--- src/rtl/program_loader_if.sv ---
// Byte/word bus between the boot loader and its neighbours: UART receive
// stream in, UART transmit request out, instruction memory write port out.
//   rx_data/rx_valid/rx_ferr : received byte, one-cycle strobe, framing error
//   tx_busy                  : UART transmitter busy
//   tx_data/tx_start         : byte to transmit, one-cycle transmit request
//   imem_we/addr/wdata       : instruction memory word write port
// master = the loader, slave = the surrounding UART/memory environment.
interface program_loader_if #(
    parameter int unsigned ADDR_W = 15
) ();
    logic [7:0]        rx_data;
    logic              rx_valid;
    logic              rx_ferr;
    logic              tx_busy;
    logic [7:0]        tx_data;
    logic              tx_start;
    logic              imem_we;
    logic [ADDR_W-1:0] imem_addr;
    logic [31:0]       imem_wdata;

    modport master (
        input  rx_data, rx_valid, rx_ferr, tx_busy,
        output tx_data, tx_start, imem_we, imem_addr, imem_wdata
    );

    modport slave (
        output rx_data, rx_valid, rx_ferr, tx_busy,
        input  tx_data, tx_start, imem_we, imem_addr, imem_wdata
    );
endinterface

--- src/rtl/program_loader.sv ---
// Boot-time program loader. Waits for the host sync byte, answers with one
// ack byte, receives a big-endian 32-bit word count followed by the
// big-endian program words, and writes them to instruction memory from
// word address 0 upward. done releases the core; error reports an abort.
// Ports:
//   clk, rst   : clock, synchronous active-high reset
//   bus        : program_loader_if.master (UART rx/tx and imem write port)
//   sync_seen  : level, sync byte accepted
//   ack_sent   : level, ack byte fully transmitted
//   done       : level, image fully written
//   error      : level, load aborted (framing error or oversize image)
module program_loader #(
    parameter int unsigned ADDR_W    = 15,
    parameter logic [7:0]  SYNC_BYTE = 8'h99,
    parameter logic [7:0]  ACK_BYTE  = 8'hAA
) (
    input  logic              clk,
    input  logic              rst,
    program_loader_if.master  bus,
    output logic              sync_seen,
    output logic              ack_sent,
    output logic              done,
    output logic              error
);

    // Index is one bit wider than the address so a full-memory image fits.
    localparam int unsigned IDX_W    = ADDR_W + 1;
    localparam logic [32:0] CAPACITY = 33'(1) << ADDR_W;

    localparam logic [2:0] WAIT_SYNC  = 3'd0;
    localparam logic [2:0] SEND_ACK   = 3'd1;
    localparam logic [2:0] WAIT_TX    = 3'd2;
    localparam logic [2:0] RECV_LEN   = 3'd3;
    localparam logic [2:0] RECV_WORDS = 3'd4;
    localparam logic [2:0] DONE       = 3'd5;
    localparam logic [2:0] ERR        = 3'd6;

    logic [2:0]        state, state_nxt;
    logic [1:0]        byte_cnt, byte_cnt_nxt;
    logic [31:0]       shreg, shreg_nxt;
    logic [IDX_W-1:0]  idx, idx_nxt;
    logic [IDX_W-1:0]  len, len_nxt;
    logic              busy_seen, busy_seen_nxt;
    logic              tx_start_q, tx_start_nxt;
    logic [7:0]        tx_data_q, tx_data_nxt;
    logic              we_q, we_nxt;
    logic [ADDR_W-1:0] addr_q, addr_nxt;
    logic [31:0]       wdata_q, wdata_nxt;
    logic              sync_nxt, ack_nxt, done_nxt, error_nxt;

    logic [31:0]       assembled;
    logic              ferr_in;
    logic              last_byte;

    // Word formed by the bytes so far plus the one on the bus this cycle.
    assign assembled = {shreg[23:0], bus.rx_data};
    assign ferr_in   = bus.rx_valid & bus.rx_ferr;
    assign last_byte = bus.rx_valid & (byte_cnt == 2'd3);

    assign bus.tx_start   = tx_start_q;
    assign bus.tx_data    = tx_data_q;
    assign bus.imem_we    = we_q;
    assign bus.imem_addr  = addr_q;
    assign bus.imem_wdata = wdata_q;

    // State register and all registered outputs.
    always_ff @(posedge clk) begin
        if (rst) begin
            state      <= WAIT_SYNC;
            byte_cnt   <= 2'd0;
            shreg      <= 32'd0;
            idx        <= '0;
            len        <= '0;
            busy_seen  <= 1'b0;
            tx_start_q <= 1'b0;
            tx_data_q  <= 8'd0;
            we_q       <= 1'b0;
            addr_q     <= '0;
            wdata_q    <= 32'd0;
            sync_seen  <= 1'b0;
            ack_sent   <= 1'b0;
            done       <= 1'b0;
            error      <= 1'b0;
        end else begin
            state      <= state_nxt;
            byte_cnt   <= byte_cnt_nxt;
            shreg      <= shreg_nxt;
            idx        <= idx_nxt;
            len        <= len_nxt;
            busy_seen  <= busy_seen_nxt;
            tx_start_q <= tx_start_nxt;
            tx_data_q  <= tx_data_nxt;
            we_q       <= we_nxt;
            addr_q     <= addr_nxt;
            wdata_q    <= wdata_nxt;
            sync_seen  <= sync_nxt;
            ack_sent   <= ack_nxt;
            done       <= done_nxt;
            error      <= error_nxt;
        end
    end

    // Next-state and next-output logic.
    always_comb begin
        state_nxt     = state;
        byte_cnt_nxt  = byte_cnt;
        shreg_nxt     = shreg;
        idx_nxt       = idx;
        len_nxt       = len;
        busy_seen_nxt = busy_seen;
        tx_start_nxt  = 1'b0;
        tx_data_nxt   = tx_data_q;
        we_nxt        = 1'b0;
        addr_nxt      = addr_q;
        wdata_nxt     = wdata_q;
        sync_nxt      = sync_seen;
        ack_nxt       = ack_sent;
        done_nxt      = done;
        error_nxt     = error;

        case (state)
            WAIT_SYNC: begin
                if (ferr_in) begin
                    state_nxt = ERR;
                end else if (bus.rx_valid && (bus.rx_data == SYNC_BYTE)) begin
                    sync_nxt  = 1'b1;
                    state_nxt = SEND_ACK;
                end
            end

            // Incoming bytes are dropped here and in WAIT_TX.
            SEND_ACK: begin
                if (!bus.tx_busy) begin
                    tx_start_nxt  = 1'b1;
                    tx_data_nxt   = ACK_BYTE;
                    busy_seen_nxt = 1'b0;
                    state_nxt     = WAIT_TX;
                end
            end

            // Busy may rise a cycle or more after the request; only a fall
            // after a seen rise counts as completion.
            WAIT_TX: begin
                if (bus.tx_busy) begin
                    busy_seen_nxt = 1'b1;
                end else if (busy_seen) begin
                    ack_nxt      = 1'b1;
                    byte_cnt_nxt = 2'd0;
                    state_nxt    = RECV_LEN;
                end
            end

            RECV_LEN: begin
                if (ferr_in) begin
                    state_nxt = ERR;
                end else if (bus.rx_valid) begin
                    shreg_nxt    = assembled;
                    byte_cnt_nxt = byte_cnt + 2'd1;
                    if (last_byte) begin
                        if (assembled == 32'd0) begin
                            state_nxt = DONE;
                        end else if ({1'b0, assembled} > CAPACITY) begin
                            state_nxt = ERR;
                        end else begin
                            len_nxt   = IDX_W'(assembled);
                            idx_nxt   = '0;
                            state_nxt = RECV_WORDS;
                        end
                    end
                end
            end

            RECV_WORDS: begin
                if (ferr_in) begin
                    state_nxt = ERR;
                end else if (bus.rx_valid) begin
                    shreg_nxt    = assembled;
                    byte_cnt_nxt = byte_cnt + 2'd1;
                    if (last_byte) begin
                        we_nxt    = 1'b1;
                        addr_nxt  = idx[ADDR_W-1:0];
                        wdata_nxt = assembled;
                        idx_nxt   = idx + IDX_W'(1);
                        if ((idx + IDX_W'(1)) == len) begin
                            state_nxt = DONE;
                        end
                    end
                end
            end

            DONE: begin
                done_nxt = 1'b1;
            end

            ERR: begin
                done_nxt = 1'b0;
            end

            default: begin
                state_nxt = WAIT_SYNC;
            end
        endcase

        if (state_nxt == ERR) begin
            error_nxt = 1'b1;
        end
    end

endmodule

--- src/flat_wrapper.sv ---
// flat-port wrapper written by rule: the top's interface ports become plain ports
module program_loader_flat 
#(
    parameter int unsigned ADDR_W    = 15,
    parameter logic [7:0]  SYNC_BYTE = 8'h99,
    parameter logic [7:0]  ACK_BYTE  = 8'hAA
)
  (clk, rst, sync_seen, ack_sent, done, error, bus_rx_data, bus_rx_valid, bus_rx_ferr, bus_tx_busy, bus_tx_data, bus_tx_start, bus_imem_we, bus_imem_addr, bus_imem_wdata);
  program_loader_if #(.ADDR_W(ADDR_W)) bus_i ();
  input  logic clk;
  input  logic rst;
  output logic sync_seen;
  output logic ack_sent;
  output logic done;
  output logic error;
  input wire logic [$bits(bus_i.rx_data)-1:0] bus_rx_data;
  input wire logic [$bits(bus_i.rx_valid)-1:0] bus_rx_valid;
  input wire logic [$bits(bus_i.rx_ferr)-1:0] bus_rx_ferr;
  input wire logic [$bits(bus_i.tx_busy)-1:0] bus_tx_busy;
  output wire logic [$bits(bus_i.tx_data)-1:0] bus_tx_data;
  output wire logic [$bits(bus_i.tx_start)-1:0] bus_tx_start;
  output wire logic [$bits(bus_i.imem_we)-1:0] bus_imem_we;
  output wire logic [$bits(bus_i.imem_addr)-1:0] bus_imem_addr;
  output wire logic [$bits(bus_i.imem_wdata)-1:0] bus_imem_wdata;
  assign bus_i.rx_data = bus_rx_data;
  assign bus_i.rx_valid = bus_rx_valid;
  assign bus_i.rx_ferr = bus_rx_ferr;
  assign bus_i.tx_busy = bus_tx_busy;
  assign bus_tx_data = bus_i.tx_data;
  assign bus_tx_start = bus_i.tx_start;
  assign bus_imem_we = bus_i.imem_we;
  assign bus_imem_addr = bus_i.imem_addr;
  assign bus_imem_wdata = bus_i.imem_wdata;
  program_loader #(.ADDR_W(ADDR_W), .SYNC_BYTE(SYNC_BYTE), .ACK_BYTE(ACK_BYTE)) u_core (.clk(clk), .rst(rst), .bus(bus_i), .sync_seen(sync_seen), .ack_sent(ack_sent), .done(done), .error(error));
endmodule
--- config.mk ---
export PLATFORM = sky130hd
export DESIGN_NAME = program_loader_flat
export DESIGN_NICKNAME = d
export VERILOG_FILES = /design/src/rtl/program_loader_if.sv /design/src/rtl/program_loader.sv /design/src/flat_wrapper.sv
export SDC_FILE = /design/constraint.sdc
export NUM_CORES = 1
export LEC_CHECK = 0
export CAP_MARGIN = 15
export CORE_ASPECT_RATIO = 0.8
export CORE_MARGIN = 3
export CORE_UTILIZATION = 35
export CTS_CLUSTER_DIAMETER = 30
export DETAILED_ROUTE_END_ITERATION = 10
export GPL_ROUTABILITY_DRIVEN = 0
export SYNTH_ARGS = -nofsm -noshare
export SYNTH_HDL_FRONTEND = slang
export SYNTH_SLANG_ARGS = --single-unit
--- constraint.sdc ---
create_clock -name clk -period 5.08 [get_ports clk]
set_input_delay 1.016 -clock clk [delete_from_list [all_inputs] [get_ports clk]]
set_output_delay 1.016 -clock clk [all_outputs]
set_load 0.01 [all_outputs]
==> flow_metrics.py, run 1 <==
metrics = {
    "timing": {
        "fin_crit_ns": 3.64,
        "finalCritPeriodShare": 0.716,
        "timing.fmax_mhz": 275,
        "rsz0062_at_grt": "false",
        "setup_tns_ns": 0,
        "finalHoldViolations": 0,
        "worst_pin_slew_ns": 0.996,
        "fin_hold_ws_ns": 0.448,
        "finalWorstSetupSlack_ns": 1.44,
        "final_max_slew_viol_count": 0,
        "setup_viol": 0,
        "clock_skew_ns": 0.0151,
        "slew_headroom": 0.333,
    },
    "yosys": {
        "synth_edf_count": 0,
        "synth_area_mm2": 0.00498,
        "ys_ff_latch": 116,
        "yosysSeqAreaShare": 0.466,
        "avgSynthCellArea_um2": 7.62,
        "synthCells": 654,
        "ys_types": 52,
        "synth_common_cells": "nand2_1 (196), dfxtp_1 (116), a21oi_1 (106)",
        "synth_top_cell_area_share": 0.466,
        "yosysWarnings": 0,
        "synth.largest_area_cell": "dfxtp_1",
        "synthArstFlopShare": 0,
        "yosysMostFrequentCell": "nand2_1",
        "synthTopCellsByArea": "dfxtp_1 (47%), nand2_1 (15%), a21oi_1 (11%), nor2_1 (2.6%), xnor2_1 (2.6%)",
        "ys.flop_type": "dfxtp_1",
    },
    "final_layout": {
        "layout-drive-gt1-share": 0.0621,
        "antenna_cells": 0,
        "fin_nets": 710,
        "area_growth_syn_to_layout_pct": 26.7,
        "fin_util": 0.460,
        "multi_input_area_mm2": 0.00240,
        "regArea_mm2": 0.00232,
        "nFillCells": 1353,
    },
    "detailed_routing": {
        "final_antenna_net_count": 0,
        "wl_per_cell_um": 14.8,
        "dr.pass1.iters": 4,
        "avgViaCountPerCell": 5.15,
        "wl_um": 13100,
        "drt-initial-drc-count": 299,
        "vias": 4576,
        "drc": 0,
    },
    "run_status": {
        "status": "finished clean",
    },
    "clock_tree": {
        "path_clk_slew_ns": 0.05,
        "cts_tree": "yes",
        "post-cts-setup-buffer-count": 0,
        "cts_hold_buffers": 0,
        "ctsRootBufferMaster": "clkbuf_16",
        "post_cts_resized": 0,
        "clock_sinks": 116,
        "cts_max_level": 4,
        "clock_latency_ns": 0.41,
        "clockBufferDepth": 2,
        "cts_buffers": 17,
    },
    "floorplan": {
        "die_h_um": 113,
        "initial_core_util": 0.363,
        "core_mm2": 0.0137,
        "die_area_mm2": 0.0157,
        "rows": 38,
        "die_w_um": 139,
        "ios": 74,
    },
    "power_and_ir_drop": {
        "p_int_w": 0.00178,
        "p_leak_nw": 2.10,
        "power_frac_clock": 0.564,
        "pwr-share-seq": 0.411,
        "switching_share": 0.207,
        "p_per_area_mw_per_mm2": 355,
        "ir_drop_v": 0.000253,
        "pwr-share-comb": 0.025,
        "netSwitchingPower_w": 0.000464,
    },
    "global_routing": {
        "grt.total_usage": 0.172,
        "grt_pass1_wl_um": 21900,
        "grt_max_degree": 55,
        "antenna_found_initial": 0,
        "gr-total-overflow": 0,
        "grt_pass1_vias": 4413,
    },
    "placement": {
        "dp_worst_setup_slack_ns": 1.02,
        "dp_hpwl_um": 9110,
        "port_buffers": 69,
    },
    "worst_setup_path": {
        "startpoint": "bus_rx_valid",
        "r2r-start": "u_core.state[2]$_SDFF_PP0_",
        "critPathMaxFanout": 31,
        "worst_setup_path_end_kind": "flip-flop",
        "worstPathArrival_ns": 3.98,
        "worstSetupStartpointType": "input pin",
        "path_class": "in2reg",
        "required_ns": 5.42,
    },
    "worst_hold_path": {
        "hold_class": "reg2reg",
        "min_from": "u_core.sync_seen$_SDFFE_PP0P_",
    },
    "job": {
        "cap_violations": 0,
    },
}
==> cell type report <==
cell class                 count  share of cell area
clock buffer                  19              0.0717
sequential                   116               0.368
timing repair buffer          72               0.112
clock inverter                13              0.0287
multi-input combinational    481               0.380
tap                          180              0.0357
inverter                       7             0.00416
==> cell usage in the layout, fill, tap and decap left out, types with 3 or more instances in the layout <==
cell / instances
nor3_1: 7
clkinv_2: 4
xor2_1: 7
a21oi_1: 106
clkinv_4: 3
nand4_1: 8
nor2_1: 34
dfxtp_1: 116
nor4_1: 8
and3_1: 6
a31oi_1: 9
a211oi_1: 3
nor2b_1: 4
bufinv_16: 4
buf_4: 3
conb_1: 4
xnor2_1: 15
clkbuf_16: 17
inv_1: 7
nand2_1: 196
clkdlybuf4s50_1: 68
nand2b_1: 5
nand3_1: 11
o21ai_0: 21
==> cell families after synthesis <==
| group | share of synthesized area |
|---|---|
| and+or+nand+nor | 0.256 |
| AOI/OAI and AO/OA | 0.171 |
| DFF | 0.466 |
| buffers and inverters | 0.0565 |
| xor gates and xnor gates | 0.0419 |
| adders and majority gates | 0.00502 |
| other | 0.000752 |
| muxes | 0.00226 |
==> worst paths after layout <==
| check | endpoint | cells after the start | slack, ns |
|---|---|---|---|
| setup / recovery | u_core.idx[12]$_SDFFE_PP0P_ | 7 | 1.44 |
| hold / removal | u_core.sync_seen$_SDFFE_PP0P_ | 2 | 0.45 |
| setup reg to reg | u_core.idx[12]$_SDFFE_PP0P_ | 6 | 2.03 |
| hold reg to reg | u_core.sync_seen$_SDFFE_PP0P_ | 2 | 0.45 |
==> metrics by stage <==
step	power [W]	cell area, um^2	instances
after global placement	0.000996	5680	856
after detailed placement	0.000997	5680	856
after global routing	0.00231	6310	888
final	0.00224	6310	888
after CTS	0.00227	6310	888
after floorplan	0.000974	4990	657
==> metal layers <==
layer,share of wire,vias up,global-route usage,routed length [um]
met5,0,-,0,0
met4,0.014,0,0.0541,181
met3,0.061,15,0.0477,805
met2,0.42,130,0.254,5520
met1,0.50,2147,0.245,6630
li1,-,2284,-,-
==> power groups by stage <==
stage	Combinational [W]	Sequential [W]	Clock, W
6_report	0.0000565	0.000922	0.00126
5_1_grt	0.0000624	0.000922	0.00132
4_1_cts	0.0000564	0.000921	0.00129
3_5_place_dp	0.0000561	0.000941	0
3_3_place_gp	0.0000551	0.000941	0
2_1_floorplan	0.0000370	0.000937	0
==> worst max-delay path, stage by stage <==
cell	delay, ns
clkdlybuf4s50_1	0.55
nor2b_1	0.35
nand3_2	0.60
or2_2	0.66
inv_1	0.43
o21ai_0	0.18
a31oi_1	0.19
==> sequential cells by signal, indices dropped and copies added (netlist names) <==
name                   flops
u_core.bus.imem_wdata     32
u_core.shreg              24
u_core.idx                16
u_core.len                16
u_core.bus.imem_addr      15
u_core.state               3
u_core.byte_cnt            2
u_core.ack_sent            1
u_core.bus.imem_we         1
u_core.bus.tx_data         1
u_core.bus.tx_start        1
u_core.busy_seen           1
u_core.done                1
u_core.error               1
u_core.sync_seen           1
Note: power is estimated with default switching activity, not from simulation.
==> run 2, diff against run 1 <==
- clock period: 5.08 -> 3.5 ns (I/O delays scaled with it)
==> run 2 against run 1 <==
  * Count of clock-buffer cells in the layout grew 1
  * Setup slack got worse by 0.78 ns
  * Global-route usage fell by 0.14 points
  * Via count rose by 0.90%
  * Critical endpoint is now u_core.idx[10]$_SDFFE_PP0P_
==> flow_metrics.py, run 2 (synthesized netlist as in run 1, its figures left out) <==
metrics = {
    "global_routing": {
        "grt_max_degree": 52,
        "grt.total_usage": 0.171,
        "antenna_found_initial": 0,
        "grt_pass1_vias": 4320,
        "grt_pass1_wl_um": 21600,
        "gr-total-overflow": 0,
    },
    "placement": {
        "dp_worst_setup_slack_ns": 0.342,
        "placedInstanceArea_mm2": 0.00578,
        "dp_hpwl_um": 9100,
        "port_buffers": 69,
    },
    "power_and_ir_drop": {
        "power_w": 0.00322,
        "ir_drop_v": 0.000379,
        "p_per_area_mw_per_mm2": 505,
        "p_leak_nw": 2.16,
    },
    "floorplan": {
        "ios": 74,
        "die_w_um": 139,
        "core_mm2": 0.0137,
        "die_area_mm2": 0.0157,
        "rows": 38,
        "initial_core_util": 0.363,
        "die_h_um": 113,
    },
    "final_layout": {
        "layout-drive-gt1-share": 0.0750,
        "nFillCells": 1354,
        "antenna_cells": 0,
        "regArea_mm2": 0.00232,
        "largest_register_ffs": 32,
        "area_growth_syn_to_layout_pct": 28.1,
        "fin_nets": 723,
        "multi_input_area_mm2": 0.00240,
        "final_cell_mix": "nand2_1 (196), dfxtp_1 (116), a21oi_1 (106)",
        "fin_util": 0.465,
        "fin_area_mm2": 0.00638,
        "layout_commonest_cell": "nand2_1",
    },
    "run_status": {
        "status": "finished clean",
    },
    "timing": {
        "rsz0062_at_grt": "false",
        "fin_crit_ns": 2.84,
        "finalCritPeriodShare": 0.811,
        "final_max_slew_viol_count": 0,
        "timing.fmax_mhz": 353,
        "finalWorstSetupSlack_ns": 0.663,
        "finalHoldViolations": 0,
        "setup_viol": 0,
        "setup_tns_ns": 0,
        "slew_headroom": 0.566,
        "clock_skew_ns": 0.00893,
        "worst_pin_slew_ns": 0.645,
    },
    "worst_setup_path": {
        "cpPeakStageDelay_ns": 0.61,
        "required_ns": 3.78,
        "worst_setup_path_end_kind": "flip-flop",
        "path_buf_inv": 2,
        "critPathMaxFanout": 11,
        "path_cells": "clkdlybuf4s50_1 > nor4_1 > nand4_1 > xor2_1 > a31oi_1 > buf_4 > o21ai_0 > o41ai_1",
        "worstSetupStartpointType": "input pin",
        "slowest_stage": "nor4_1",
        "worstPathArrival_ns": 3.12,
        "path_class": "in2reg",
        "crit_family": "simple AND/OR/NAND/NOR gates",
    },
    "clock_tree": {
        "ctsRootBufferMaster": "clkbuf_16",
        "clockBufferDepth": 2,
        "cts_buffers": 17,
        "cts_tree": "yes",
        "post_cts_resized": 0,
        "clock_sinks": 116,
        "cts_hold_buffers": 0,
        "clock_latency_ns": 0.41,
        "path_clk_slew_ns": 0.06,
        "cts_max_level": 4,
        "post-cts-setup-buffer-count": 0,
    },
    "detailed_routing": {
        "final_antenna_net_count": 0,
        "avgViaCountPerCell": 5.13,
        "dr.pass1.iters": 5,
        "drc": 0,
        "wl_um": 13200,
        "wl_per_cell_um": 14.7,
        "vias": 4617,
        "drt-initial-drc-count": 331,
    },
    "worst_hold_path": {
        "hold_class": "reg2reg",
    },
    "job": {
        "cap_violations": 0,
    },
}
==> run 2: changes by cell type in the layout (fill, tap and decap cells not counted) <==
cell,previous run,this run
clkbuf_1,0,2
clkbuf_8,2,1
clkinv_2,4,6
clkinvlp_4,2,0
clkinv_4,3,1
buf_4,3,16
==> run 2: per-stage QoR <==
step,instances,hold slack (ns)
after floorplan,657,0.444
after global placement,869,0.441
after detailed placement,869,0.438
after CTS,900,0.455
after global routing,900,0.469
final,900,0.448
==> run 2: final timing paths <==
| check | start | to | slack [ns] | cells past startpoint |
|---|---|---|---|---|
| worst max-delay path | bus_rx_data[4] | u_core.idx[10]$_SDFFE_PP0P_ | 0.66 | 8 |
| worst min-delay path | u_core.ack_sent$_SDFFE_PP0P_ | u_core.ack_sent$_SDFFE_PP0P_ | 0.45 | 2 |
| worst max register to register | u_core.idx[0]$_SDFFE_PP0P_ | u_core.state[0]$_SDFF_PP0_ | 0.96 | 8 |
| worst min register to register | u_core.ack_sent$_SDFFE_PP0P_ | u_core.ack_sent$_SDFFE_PP0P_ | 0.45 | 2 |
==> run 2: area by class of cell <==
type                       count  area share
timing repair buffer          85       0.126
tap                          180      0.0353
inverter                       7     0.00412
clock inverter                11      0.0249
multi-input combinational    481       0.376
sequential                   116       0.364
clock buffer                  20      0.0700
==> run 2: worst register-to-register path: stages (launching register included) <==
cell and delay [ns]:
dfxtp_1 0.30, buf_4 0.17, ha_1 0.30, and3_1 0.30, nand2_1 0.22, nor2_1 0.32
xnor2_1 0.12, or4_1 0.49, o31ai_1 0.24
==> run 2: metal layers <==
metal | vias to the layer above | wire length, um | share of wire | GRT usage
li1 | 2308 | - | - | -
met1 | 2124 | 6590 | 0.50 | 0.248
met2 | 164 | 5400 | 0.41 | 0.241
met3 | 21 | 994 | 0.075 | 0.0465
met4 | 0 | 207 | 0.016 | 0.0645
met5 | - | 0 | 0 | 0
==> run 2: report_power, final <==
| group | leakage (nW) | internal (W) | switching [W] | total, W |
|---|---|---|---|---|
| clock network | 0.303 | 0.00120 | 0.000596 | 0.00179 |
| registers | 0.935 | 0.00133 | 0.0000108 | 0.00134 |
| logic | 0.920 | 0.0000336 | 0.0000553 | 0.0000889 |
| total | 2.16 | 0.00256 | 0.000662 | 0.00322 |
==> run 3, diff against run 2 <==
- clock period: 3.5 -> 2.6 ns (I/O delays scaled with it)
==> run 3 against run 2 <==
  * Clock skew about the same
  * Critical path depth fell by 2
  * Global-route usage rose by 0.40 points
  * Power increased by 38%
  * Design area rose by 2.3%
  * Critical path type is now reg2reg
==> flow_metrics.py, run 3 (synthesized netlist as in run 1, its figures left out) <==
metrics = {
    "detailed_routing": {
        "wl_per_cell_um": 14.8,
        "final_antenna_net_count": 0,
        "wl_um": 13600,
        "drt-initial-drc-count": 370,
        "drc": 0,
        "vias": 4706,
        "avgViaCountPerCell": 5.14,
        "dr.pass1.iters": 5,
    },
    "timing": {
        "slew_headroom": 0.654,
        "finalCritPeriodShare": 0.934,
        "final_max_slew_viol_count": 0,
        "worst_pin_slew_ns": 0.519,
        "clock_skew_ns": 0.00849,
        "fin_crit_ns": 2.43,
        "setup_viol": 0,
        "finalHoldViolations": 0,
        "rsz0062_at_grt": "false",
        "setup_tns_ns": 0,
        "timing.fmax_mhz": 412,
    },
    "power_and_ir_drop": {
        "p_leak_nw": 2.23,
        "p_per_area_mw_per_mm2": 680,
        "pwr-share-seq": 0.405,
        "power_frac_clock": 0.564,
        "ir_drop_v": 0.000478,
        "p_int_w": 0.00356,
        "pwr-share-comb": 0.031,
        "netSwitchingPower_w": 0.000879,
        "switching_share": 0.198,
    },
    "floorplan": {
        "rows": 38,
        "initial_core_util": 0.363,
        "die_w_um": 139,
        "core_mm2": 0.0137,
        "ios": 74,
        "die_area_mm2": 0.0157,
        "die_h_um": 113,
    },
    "worst_setup_path": {
        "slowest_stage": "or4_1",
        "critPathMaxFanout": 7,
        "worstSetupStartpointType": "flip-flop",
        "crit_family": "simple AND/OR/NAND/NOR gates",
        "path_buf_inv": 0,
        "rrSetupSlack_ns": 0.17,
        "path_cells": "ha_1 > and3_1 > nand2_1 > o31a_1 > or4_1 > o31ai_1",
        "required_ns": 2.93,
        "path_class": "reg2reg",
        "cpPeakStageDelay_ns": 0.52,
        "worst_setup_path_end_kind": "flip-flop",
        "worstPathArrival_ns": 2.76,
    },
    "final_layout": {
        "fin_util": 0.475,
        "final_cell_mix": "nand2_1 (196), dfxtp_1 (116), a21oi_1 (106)",
        "antenna_cells": 0,
        "nFillCells": 1351,
        "largest_register_ffs": 32,
        "fin_nets": 737,
        "area_growth_syn_to_layout_pct": 31.0,
        "layout_commonest_cell": "nand2_1",
        "layout-drive-gt1-share": 0.0898,
    },
    "global_routing": {
        "grt_pass1_wl_um": 22100,
        "grt_max_degree": 53,
        "grt_pass1_vias": 4441,
        "grt.total_usage": 0.175,
        "antenna_found_initial": 0,
        "gr-total-overflow": 0,
    },
    "clock_tree": {
        "clock_latency_ns": 0.41,
        "post-cts-setup-buffer-count": 0,
        "ctsRootBufferMaster": "clkbuf_16",
        "cts_tree": "yes",
        "cts_hold_buffers": 0,
        "cts_max_level": 4,
        "cts_buffers": 17,
        "path_clk_slew_ns": 0.05,
        "post_cts_resized": 0,
        "clock_sinks": 116,
        "clockBufferDepth": 2,
    },
    "worst_hold_path": {
        "hold_class": "reg2reg",
    },
    "placement": {
        "port_buffers": 69,
        "dp_hpwl_um": 9500,
    },
    "job": {
        "cap_violations": 0,
    },
    "run_status": {
        "status": "finished clean",
    },
}
## run 3: cell count changes in the layout (fill, tap and decap cells not counted), sizes merged
cell	delta
clkinvlp	+1
clkbuf	+3
clkinv	-4
bufinv	+1
buf	+14
## run 3: final timing paths
kind / startpoint / cells after the start / end
hold / removal: u_core.ack_sent$_SDFFE_PP0P_ / 2 / u_core.ack_sent$_SDFFE_PP0P_
setup reg to reg: u_core.idx[1]$_SDFFE_PP0P_ / 6 / u_core.state[0]$_SDFF_PP0_
hold reg to reg: u_core.ack_sent$_SDFFE_PP0P_ / 2 / u_core.ack_sent$_SDFFE_PP0P_
setup / recovery: u_core.idx[1]$_SDFFE_PP0P_ / 6 / u_core.state[0]$_SDFF_PP0_
## run 3: routing by layer
metal | track usage | up-vias | part of all wire
li1 | - | 2341 | -
met1 | 0.255 | 2225 | 0.51
met2 | 0.247 | 130 | 0.42
met3 | 0.0545 | 10 | 0.066
met4 | 0.0528 | 0 | 0.0074
met5 | 0 | - | 0
## run 3: power by group through the flow
stage	Clock (W)	Combinational, W	Sequential [W]
floorplan	0	0.0000723	0.00183
global placement	0	0.000134	0.00183
detailed placement	0	0.000136	0.00183
CTS	0.00255	0.000137	0.00180
global route	0.00264	0.000150	0.00180
finish	0.00251	0.000137	0.00180
## run 3: worst min-delay path, cell delays in order, from the launching register on
cell and delay (ns):
dfxtp_1 0.31, inv_1 0.05, a21oi_1 0.05
## run 3: area by class of cell
class | count | area, um^2 | area share
well taps | 180 | 225 | 0.0345
flip-flops and latches | 116 | 2320 | 0.356
multi-input cells | 481 | 2400 | 0.367
clock inverters | 9 | 176 | 0.0270
clock buffers | 23 | 458 | 0.0701
repair buffers | 99 | 923 | 0.141
inverters | 7 | 26.3 | 0.00402
## run 3: metrics by stage
stage	power, W	instances	hold slack [ns]	cell area, um^2	setup WS [ns]
after floorplan	0.00190	657	0.444	4990	0.411
after global placement	0.00197	883	0.443	5900	-0.0495
after detailed placement	0.00197	883	0.439	5900	-0.0473
after CTS	0.00449	915	0.454	6530	0.188
after global routing	0.00459	915	0.475	6530	0.0269
final	0.00444	915	0.450	6530	0.172
